### src/rtl/axi_pkg.sv
// Shared AXI constants and the write-splitter state type.
// Used by the AXI4-to-AXI3 write bridge and its bench.
package axi_pkg;

  localparam logic [1:0] BRESP_OKAY   = 2'b00;
  localparam logic [1:0] BRESP_EXOKAY = 2'b01;
  localparam logic [1:0] BRESP_SLVERR = 2'b10;
  localparam logic [1:0] BRESP_DECERR = 2'b11;

  localparam logic [1:0] BURST_FIXED = 2'b00;
  localparam logic [1:0] BURST_INCR  = 2'b01;
  localparam logic [1:0] BURST_WRAP  = 2'b10;

  typedef enum logic [2:0] {
    ST_IDLE = 3'd0,
    ST_AW   = 3'd1,
    ST_W    = 3'd2,
    ST_B    = 3'd3,
    ST_RESP = 3'd4
  } wr_split_state_t;

endpackage

### src/rtl/axi4_to_axi3_wr_splitter.sv
// Splits one AXI4 write burst at a time into AXI3 sub-bursts of at most
// MAX_BEATS beats and folds the sub-burst responses into one AXI4 B response.
module axi4_to_axi3_wr_splitter
  import axi_pkg::*;
#(
  parameter int DATA_BYTES    = 4,
  parameter int ADDR_BYTES    = 4,
  parameter int NUM_ID_BITS_P = 4,
  parameter int MAX_BEATS     = 16
) (
  input  logic                       aclk,
  input  logic                       aresetn,
  input  logic                       s_awvalid,
  output logic                       s_awready,
  input  logic [ADDR_BYTES*8-1:0]    s_awaddr,
  input  logic [NUM_ID_BITS_P-1:0]   s_awid,
  input  logic [7:0]                 s_awlen,
  input  logic [2:0]                 s_awsize,
  input  logic [1:0]                 s_awburst,
  input  logic                       s_awlock,
  input  logic [3:0]                 s_awcache,
  input  logic [2:0]                 s_awprot,
  input  logic                       s_wvalid,
  output logic                       s_wready,
  input  logic [DATA_BYTES*8-1:0]    s_wdata,
  input  logic [DATA_BYTES-1:0]      s_wstrb,
  input  logic                       s_wlast,
  output logic                       s_bvalid,
  input  logic                       s_bready,
  output logic [1:0]                 s_bresp,
  output logic [NUM_ID_BITS_P-1:0]   s_bid,
  output logic                       m_awvalid,
  input  logic                       m_awready,
  output logic [ADDR_BYTES*8-1:0]    m_awaddr,
  output logic [NUM_ID_BITS_P-1:0]   m_awid,
  output logic [3:0]                 m_awlen,
  output logic [2:0]                 m_awsize,
  output logic [1:0]                 m_awburst,
  output logic [1:0]                 m_awlock,
  output logic [3:0]                 m_awcache,
  output logic [2:0]                 m_awprot,
  output logic                       m_wvalid,
  input  logic                       m_wready,
  output logic [DATA_BYTES*8-1:0]    m_wdata,
  output logic [DATA_BYTES-1:0]      m_wstrb,
  output logic                       m_wlast,
  output logic [NUM_ID_BITS_P-1:0]   m_wid,
  input  logic                       m_bvalid,
  output logic                       m_bready,
  input  logic [1:0]                 m_bresp,
  input  logic [NUM_ID_BITS_P-1:0]   m_bid,
  output logic [2:0]                 dbg_state_o
);

  localparam int AW_W = ADDR_BYTES * 8;

  // Handshakes: a transfer happens on any rising aclk where valid && ready;
  // valids never wait on ready, and payload holds while valid && !ready.

  wr_split_state_t            state_q, state_d;
  logic [AW_W-1:0]            addr_q, addr_d;
  logic [NUM_ID_BITS_P-1:0]   id_q, id_d;
  logic [2:0]                 size_q, size_d;
  logic [1:0]                 burst_q, burst_d;
  logic                       lock_q, lock_d;
  logic [3:0]                 cache_q, cache_d;
  logic [2:0]                 prot_q, prot_d;
  logic [8:0]                 rem_q, rem_d;
  logic [8:0]                 n_sub_q, n_sub_d;
  logic [8:0]                 b_cnt_q, b_cnt_d;
  logic [1:0]                 worst_q, worst_d;
  logic [4:0]                 beat_q, beat_d;
  logic [4:0]                 sub_q, sub_d;
  logic                       rst_done_q;

  logic [8:0]                 rem_new;
  logic [4:0]                 wrap_beats;
  logic [AW_W-1:0]            step;
  logic                       unused_inputs;

  function automatic logic [4:0] sub_beats(input logic [8:0] r);
    return (r > 9'(MAX_BEATS)) ? 5'(MAX_BEATS) : r[4:0];
  endfunction

  assign rem_new    = 9'(s_awlen) + 9'd1;
  assign wrap_beats = {1'b0, s_awlen[3:0]} + 5'd1;
  assign step       = AW_W'(MAX_BEATS) << size_q;
  assign unused_inputs = ^{s_wlast, m_bid};

  // Responses are accepted in AW/W/B so early sub-burst B's never block the fabric.
  assign m_bready = (state_q == ST_AW) || (state_q == ST_W) || (state_q == ST_B);

  always_comb begin
    state_d   = state_q;
    addr_d    = addr_q;
    id_d      = id_q;
    size_d    = size_q;
    burst_d   = burst_q;
    lock_d    = lock_q;
    cache_d   = cache_q;
    prot_d    = prot_q;
    rem_d     = rem_q;
    n_sub_d   = n_sub_q;
    b_cnt_d   = b_cnt_q;
    worst_d   = worst_q;
    beat_d    = beat_q;
    sub_d     = sub_q;
    s_awready = 1'b0;
    m_awvalid = 1'b0;
    m_wvalid  = 1'b0;
    s_wready  = 1'b0;
    s_bvalid  = 1'b0;

    if (m_bvalid && m_bready) begin
      b_cnt_d = b_cnt_q + 9'd1;
      if (m_bresp > worst_q) worst_d = m_bresp;
    end

    case (state_q)
      ST_IDLE: begin
        s_awready = rst_done_q;
        if (s_awvalid && rst_done_q) begin
          addr_d  = s_awaddr;
          id_d    = s_awid;
          size_d  = s_awsize;
          burst_d = s_awburst;
          lock_d  = s_awlock;
          cache_d = s_awcache;
          prot_d  = s_awprot;
          b_cnt_d = '0;
          worst_d = '0;
          beat_d  = '0;
          if (s_awburst == BURST_WRAP) begin
            rem_d   = 9'(wrap_beats);
            n_sub_d = 9'd1;
            sub_d   = wrap_beats;
          end else begin
            rem_d   = rem_new;
            n_sub_d = (rem_new + 9'(MAX_BEATS - 1)) / 9'(MAX_BEATS);
            sub_d   = sub_beats(rem_new);
          end
          state_d = ST_AW;
        end
      end
      ST_AW: begin
        m_awvalid = 1'b1;
        if (m_awready) state_d = ST_W;
      end
      ST_W: begin
        m_wvalid = s_wvalid;
        s_wready = m_wready;
        if (s_wvalid && m_wready) begin
          if (m_wlast) begin
            beat_d = '0;
            rem_d  = rem_q - 9'(sub_q);
            if (rem_d != 9'd0) begin
              sub_d = sub_beats(rem_d);
              if (burst_q == BURST_INCR) addr_d = addr_q + step;
              state_d = ST_AW;
            end else begin
              state_d = ST_B;
            end
          end else begin
            beat_d = beat_q + 5'd1;
          end
        end
      end
      ST_B: begin
        if (b_cnt_d == n_sub_q) state_d = ST_RESP;
      end
      ST_RESP: begin
        s_bvalid = 1'b1;
        if (s_bready) begin
          b_cnt_d = '0;
          worst_d = '0;
          rem_d   = '0;
          n_sub_d = '0;
          state_d = ST_IDLE;
        end
      end
      default: state_d = ST_IDLE;
    endcase
  end

  always_ff @(posedge aclk or negedge aresetn) begin
    if (!aresetn) begin
      state_q    <= ST_IDLE;
      addr_q     <= '0;
      id_q       <= '0;
      size_q     <= '0;
      burst_q    <= '0;
      lock_q     <= 1'b0;
      cache_q    <= '0;
      prot_q     <= '0;
      rem_q      <= '0;
      n_sub_q    <= '0;
      b_cnt_q    <= '0;
      worst_q    <= '0;
      beat_q     <= '0;
      sub_q      <= '0;
      rst_done_q <= 1'b0;
    end else begin
      state_q    <= state_d;
      addr_q     <= addr_d;
      id_q       <= id_d;
      size_q     <= size_d;
      burst_q    <= burst_d;
      lock_q     <= lock_d;
      cache_q    <= cache_d;
      prot_q     <= prot_d;
      rem_q      <= rem_d;
      n_sub_q    <= n_sub_d;
      b_cnt_q    <= b_cnt_d;
      worst_q    <= worst_d;
      beat_q     <= beat_d;
      sub_q      <= sub_d;
      rst_done_q <= 1'b1;
    end
  end

  assign m_awaddr    = addr_q;
  assign m_awid      = id_q;
  assign m_awlen     = 4'(sub_q - 5'd1);
  assign m_awsize    = size_q;
  assign m_awburst   = burst_q;
  assign m_awlock    = {1'b0, lock_q};
  assign m_awcache   = cache_q;
  assign m_awprot    = prot_q;
  assign m_wdata     = s_wdata;
  assign m_wstrb     = s_wstrb;
  assign m_wid       = id_q;
  assign m_wlast     = (state_q == ST_W) && (beat_q == sub_q - 5'd1);
  assign s_bresp     = worst_q;
  assign s_bid       = id_q;
  assign dbg_state_o = state_q;

endmodule

### config.mk
export PLATFORM = sky130hd
export DESIGN_NAME = axi4_to_axi3_wr_splitter
export DESIGN_NICKNAME = d
export VERILOG_FILES = /design/src/rtl/axi_pkg.sv /design/src/rtl/axi4_to_axi3_wr_splitter.sv
export SDC_FILE = /design/constraint.sdc
export NUM_CORES = 1
export LEC_CHECK = 0
export CAP_MARGIN = 10
export CORE_ASPECT_RATIO = 1.1
export CORE_MARGIN = 3
export CORE_UTILIZATION = 45
export CTS_BUF_LIST = sky130_fd_sc_hd__clkbuf_2
export DETAILED_ROUTE_END_ITERATION = 12
export PLACE_DENSITY = 0.86
export SLEW_MARGIN = 25
export SYNTH_ARGS = -nofsm -noshare
export SYNTH_HDL_FRONTEND = slang
export SYNTH_SLANG_ARGS = --single-unit
### constraint.sdc
create_clock -name aclk -period 3.74 [get_ports aclk]
set_input_delay 0.748 -clock aclk [delete_from_list [all_inputs] [get_ports aclk]]
set_output_delay 0.748 -clock aclk [all_outputs]
set_load 0.01 [all_outputs]
# Word-level counts from Yosys, hierarchy flattened

Index checks and enable logic that the tools add are counted.

$add $sub $neg: 8
Magnitude comparators: 3
Equal/unequal tests: 16
Reduce and logical (&&, ||, !) cells: 18
Shifts and indexed selects: 1
Multiplexer cells: 49

Operators by type and width:

| operator             | count |
|---|---|
| $mux 32              | 5 |
| $mux 9               | 9 |
| $pmux 32 s2          | 1 |
| $mux 5               | 11 |
| $pmux 9 s2           | 2 |
| $add 32x32->32       | 1 |
| $shl 5x3->32 const A | 1 |
| $pmux 9 s3           | 1 |
| $pmux 5 s2           | 2 |
| $gt 9x5->1 const B   | 2 |
| $mux 3               | 6 |
| $pmux 3 s5           | 1 |
| $reduce_and 6->1     | 2 |
| $mux 2               | 5 |
| $reduce_and 5->1     | 2 |
| $add 8x1->9 const B  | 1 |
| $add 9x1->9 const B  | 1 |
| $add 9x4->9 const B  | 1 |
| $eq 9x9->1           | 1 |
| $reduce_bool 9->1    | 1 |
| $sub 9x5->9          | 1 |
| $ne 2x1->1 const B   | 4 |
| $ne 2x2->1 const B   | 4 |
| $eq 3x2->1 const B   | 2 |
| 18 further kinds     | 28 |

Flip-flop bits (word level): 92
Output and inout bits: 110
Logic and storage cells: 110

# Depth between registers and ports, before layout

Gate-level depths: netlist (run 1).

Depth after elaboration: 8
Depth in mapped cells: 12
Mapped depth without buffers: 11

# Least setup slack after synthesis (run 1)

Ideal clock, no wire load.

Path type: register -> register
Start: register size_q[1], in the netlist m_awsize[1]
End: register addr_q[22], in the netlist m_awaddr[22]
Required time: 3.661 ns
Stages on the path, launching flop included: 13
Library setup time: 0.079 ns
Path buffers: 1
Slack: 0.993 ns
Data arrival time: 2.668 ns
Path through: dfrtp_1 clkbuf_1 nor3_1 ha_1 inv_1 fa_1 nor2b_1 o31a_1 o211ai_2 nor3_1 nand2_1 a21boi_1 a2bb2oi_1

Longest elaborated chain between the ends: 7

Ends and longest elaborated chain:

| item                   | RTL line                        | RTL |
|---|---|---|
| start, declared        | axi4_to_axi3_wr_splitter.sv:63  | `logic [2:0] size_q, size_d;` |
| start signal, assigned | axi4_to_axi3_wr_splitter.sv:206 | `size_q <= size_d;` |
| $shl 5x3->32           | axi4_to_axi3_wr_splitter.sv:87  | `assign step = AW_W'(MAX_BEATS) << size_q;` |
| $add 32x32->32         | axi4_to_axi3_wr_splitter.sv:158 | `if (burst_q == BURST_INCR) addr_d = addr_q + step;` |
| $mux 32                | axi4_to_axi3_wr_splitter.sv:158 |  |
| $mux 32                | axi4_to_axi3_wr_splitter.sv:156 | `if (rem_d != 9'd0) begin` |
| $mux 32                | axi4_to_axi3_wr_splitter.sv:153 | `if (m_wlast) begin` |
| $mux 32                | axi4_to_axi3_wr_splitter.sv:152 | `if (s_wvalid && m_wready) begin` |
| $pmux 32 s2            | axi4_to_axi3_wr_splitter.sv:119 | `case (state_q)` |
| end signal, assigned   | axi4_to_axi3_wr_splitter.sv:204 | `addr_q <= addr_d;` |
| end, declared          | axi4_to_axi3_wr_splitter.sv:61  | `logic [AW_W-1:0] addr_q, addr_d;` |

No other way between the ends. The select of a mux whose other input is x is not followed.
A chain may end at the register's enable or synchronous reset.

# Worst setup path after layout (run 1)

Start: register sub_q[1]
End: output m_wlast

Longest elaborated chain between the ends: 3

Ends and longest elaborated chain:

| item                   | RTL line                        | RTL |
|---|---|---|
| start, declared        | axi4_to_axi3_wr_splitter.sv:73  | `logic [4:0] sub_q, sub_d;` |
| start signal, assigned | axi4_to_axi3_wr_splitter.sv:216 | `sub_q <= sub_d;` |
| $sub 5x1->5            | axi4_to_axi3_wr_splitter.sv:232 | `assign m_wlast = (state_q == ST_W) && (beat_q == sub_q - 5'd1);` |
| $eq 5x5->1             | axi4_to_axi3_wr_splitter.sv:232 |  |
| $logic_and 1x1->1      | axi4_to_axi3_wr_splitter.sv:232 |  |
| end, declared          | axi4_to_axi3_wr_splitter.sv:46  | `output logic m_wlast,` |

No other way between the ends.

==> results.sh, run 1 <==
export IMPL_status="finished clean"
export IMPL_placed_area_um2=7450
export IMPL_pwr_share_comb=0.621
export IMPL_seq_power_share=0.291
export IMPL_synth_cell_type_count=80
export IMPL_sw_frac_of_total=0.452
export IMPL_die_h_um=130
export IMPL_cts_hold_buffers=0
export IMPL_grt_remaining_overflow=0
export IMPL_synth_edf_count=0
export IMPL_num_io_pins=218
export IMPL_syn_to_final_growth_pct=21.5
export IMPL_drive_gt1_frac=0.0661
export IMPL_setup_viol=0
export IMPL_nNetsFinal=973
export IMPL_required_ns=2.99
export IMPL_avgSynthCellArea_um2=8.20
export IMPL_place_port_buffers=139
export IMPL_cts_buffers=9
export IMPL_core_area_um2=13400
export IMPL_drt_total_wl_um=15900
export IMPL_first_pass_iters=6
export IMPL_most_common_layout_cells="nand2_1, clkdlybuf4s50_1, dfrtp_1, nor2_1, a21oi_1"
export IMPL_slew_headroom=0.509
export IMPL_synth_warnings=0
export IMPL_grt_max_degree=39
export IMPL_critPathArrivalTime_ns=2.85
export IMPL_synth_cells=764
export IMPL_finalCriticalPeriod_ns=3.60
export IMPL_timing_fmax_mhz=278
export IMPL_cts_htree_levels=3
export IMPL_cts_buffer_depth=2
export IMPL_clk_latency_ns=0.58
export IMPL_cts_tree="done"
export IMPL_rows=44
export IMPL_endpoint_kind="output port"
export IMPL_wire_per_inst_um=15.4
export IMPL_grt_pass1_vias=5469
export IMPL_hold_viol=0
export IMPL_drt_iter0_drc=356
export IMPL_seq_area_frac_synth=0.351
export IMPL_p_leak_nw=3.22
export IMPL_dieArea_um2=15400
export IMPL_final_common_cell="nand2_1"
export IMPL_synth_area_um2=6270
export IMPL_ant_nets=0
export IMPL_fin_crit_sh=0.963
export IMPL_hpwlAfterDp_um=11800
export IMPL_cts_root_buffer="clkbuf_2"
export IMPL_clkSlewWorstSetupHoldPaths_ns=0.27
export IMPL_gp_congestion=0.849
export IMPL_clockPowerShare=0.089
export IMPL_ys_flop_type="dfrtp_1"
export IMPL_final_cell_area_um2=7610
export IMPL_start_util=0.466
export IMPL_grt_total_usage=0.202
export IMPL_async_flop_share=1.00
export IMPL_hold_path_class="in2async"
export IMPL_tightest_slew_ns=0.735
export IMPL_crit_type="reg2out"
export IMPL_grt_first_pass_wirelength_um=26000
export IMPL_skew_ns=0.0385
export IMPL_cp_start_kind="register"
export IMPL_vias=5761
export IMPL_maxCapViolations=0
export IMPL_finalSetupTns_ns=0
export IMPL_finalMaxSlewViolations=0
export IMPL_vias_per_cell=5.59
export IMPL_drc=0
export IMPL_antenna_cells=0
export IMPL_synth_seq_cells=88
export IMPL_n_fill_cell=1242
export IMPL_p_switching_mw=2.86
export IMPL_antenna_found_initial=0
export IMPL_ir_worst_vdd_mv=0.425
export IMPL_p_int_mw=3.47
export IMPL_synth_fp_nets=895
export IMPL_die_w_um=119
export IMPL_p_per_area_nw_per_um2=831
export IMPL_crit_fanout=5
export IMPL_cts_sinks=88
==> routing by layer <==
layer / share of wire / wire length [um] / GRT usage / vias up
li1: - / - / - / 2780
met1: 0.42 / 6660 / 0.259 / 2741
met2: 0.51 / 8040 / 0.354 / 222
met3: 0.064 / 1030 / 0.0407 / 18
met4: 0.012 / 188 / 0.0484 / 0
met5: 0 / 0 / 0 / -
==> final timing paths <==
kind | slack (ns) | startpoint | to | cells after the start
setup / recovery | 0.14 | sub_q[1] | m_wlast | 7
min in group aclk | 0.50 | m_awprot[0] | m_awprot[0] | 2
setup reg to reg | 0.47 | m_awsize[1] | m_awaddr[22] | 11
max in group asynchronous | 2.85 | aresetn | m_awaddr[15] | 2
hold reg to reg | 0.50 | m_awprot[0] | m_awprot[0] | 2
hold / removal | 0.07 | aresetn | b_cnt_q[2] | 1
==> registers in the layout, indices dropped and copies added, names as in the netlist <==
| signal | count |
|---|---|
| m_awid | 4 |
| s_bresp | 2 |
| m_awburst | 2 |
| b_cnt_q | 9 |
| lock_q | 1 |
| m_awprot | 3 |
| m_awaddr | 32 |
| sub_q | 5 |
| rem_q | 9 |
| m_awcache | 4 |
| rst_done_q | 1 |
| m_awsize | 3 |
| n_sub_q | 5 |
| beat_q | 5 |
| dbg_state_o | 3 |
==> final cells by class <==
cell class / instances / area (um^2) / share of cell area
multi-input cells: 564 / 3440 / 0.452
flip-flops and latches: 88 / 2200 / 0.289
repair buffers: 154 / 1510 / 0.199
well taps: 184 / 230 / 0.0302
inverters: 25 / 93.8 / 0.0123
clock inverters: 6 / 83.8 / 0.0110
clock buffers: 10 / 50.0 / 0.00657
==> synth_stat cells, types with 6 or more instances <==
master / count / area share
a211oi_1: 6 / 0.0072
a21o_1: 6 / 0.0072
a21oi_1: 53 / 0.042
a22o_1: 6 / 0.0084
a31oi_1: 7 / 0.0070
and2_1: 6 / 0.0060
buf_2: 9 / 0.0072
buf_4: 50 / 0.060
clkbuf_1: 24 / 0.014
dfrtp_1: 88 / 0.35
ha_1: 21 / 0.042
inv_1: 25 / 0.015
nand2_1: 141 / 0.084
nand2b_1: 6 / 0.0060
nand3_1: 18 / 0.014
nand4_1: 11 / 0.011
nor2_1: 56 / 0.034
nor2b_1: 10 / 0.010
nor3_1: 15 / 0.012
o21a_1: 6 / 0.0072
o21ai_0: 41 / 0.033
o22ai_1: 18 / 0.018
or3_1: 6 / 0.0060
xnor2_1: 15 / 0.021
xor2_1: 20 / 0.028
==> kinds of logic (layout without fill, tap and decap cells) <==
logic type,count (synthesis),count (layout),synth area share
buffers and inverters,112,195,0.102
flip-flops,88,88,0.351
AO/OA/AOI/OAI,194,194,0.201
multiplexers,10,10,0.0180
XOR/XNOR,36,36,0.0525
adder cells (fa/ha/maj),23,23,0.0483
other,2,2,0.00120
AND/OR/NAND/NOR,299,299,0.225
==> through the flow <==
step	hold slack, ns	std cells	worst slack, ns	power, mW	util
finish	0.0719	1031	0.137	6.32	0.567
global route	0.0728	1031	-0.0138	6.84	0.567
CTS	0.0936	1027	0.0231	6.30	0.564
detailed placement	0.461	1011	0.502	5.72	0.554
global placement	0.457	1011	0.632	5.60	0.554
floorplan	0.447	764	0.993	4.42	-
==> power by group through the flow <==
stage	registers (mW)	logic (mW)	clock network, mW
after floorplan	1.82	2.59	0
after global routing	1.90	4.33	0.609
after CTS	1.83	3.90	0.570
after detailed placement	1.85	3.87	0
final	1.84	3.93	0.560
after global placement	1.83	3.77	0
==> timing repair <==
item	CTS	global route
gates resized for setup	0	1
setup buffers	0	4
setup endpoints to repair	0	1
==> critical path, cell delays in order, from the launching register on <==
cell	delay, ns
dfrtp_1	0.44
inv_1	0.10
ha_1	0.26
o21ba_1	0.20
a221oi_1	0.29
o2111a_2	0.31
and2_1	0.17
clkdlybuf4s50_1	0.54
Power figures use the tool's default switching activity.
==> run 2, diff against run 1 <==
--- a/config.mk
+++ b/config.mk
@@ -5,7 +5,7 @@
 export SDC_FILE = /design/constraint.sdc
 export NUM_CORES = 1
 export LEC_CHECK = 0
-export CAP_MARGIN = 10
+export CAP_MARGIN = 40
 export CORE_ASPECT_RATIO = 1.1
 export CORE_MARGIN = 3
 export CORE_UTILIZATION = 45
==> results of run 2 <==
The final DEF is identical to that of run 1; final timing and power are the same.
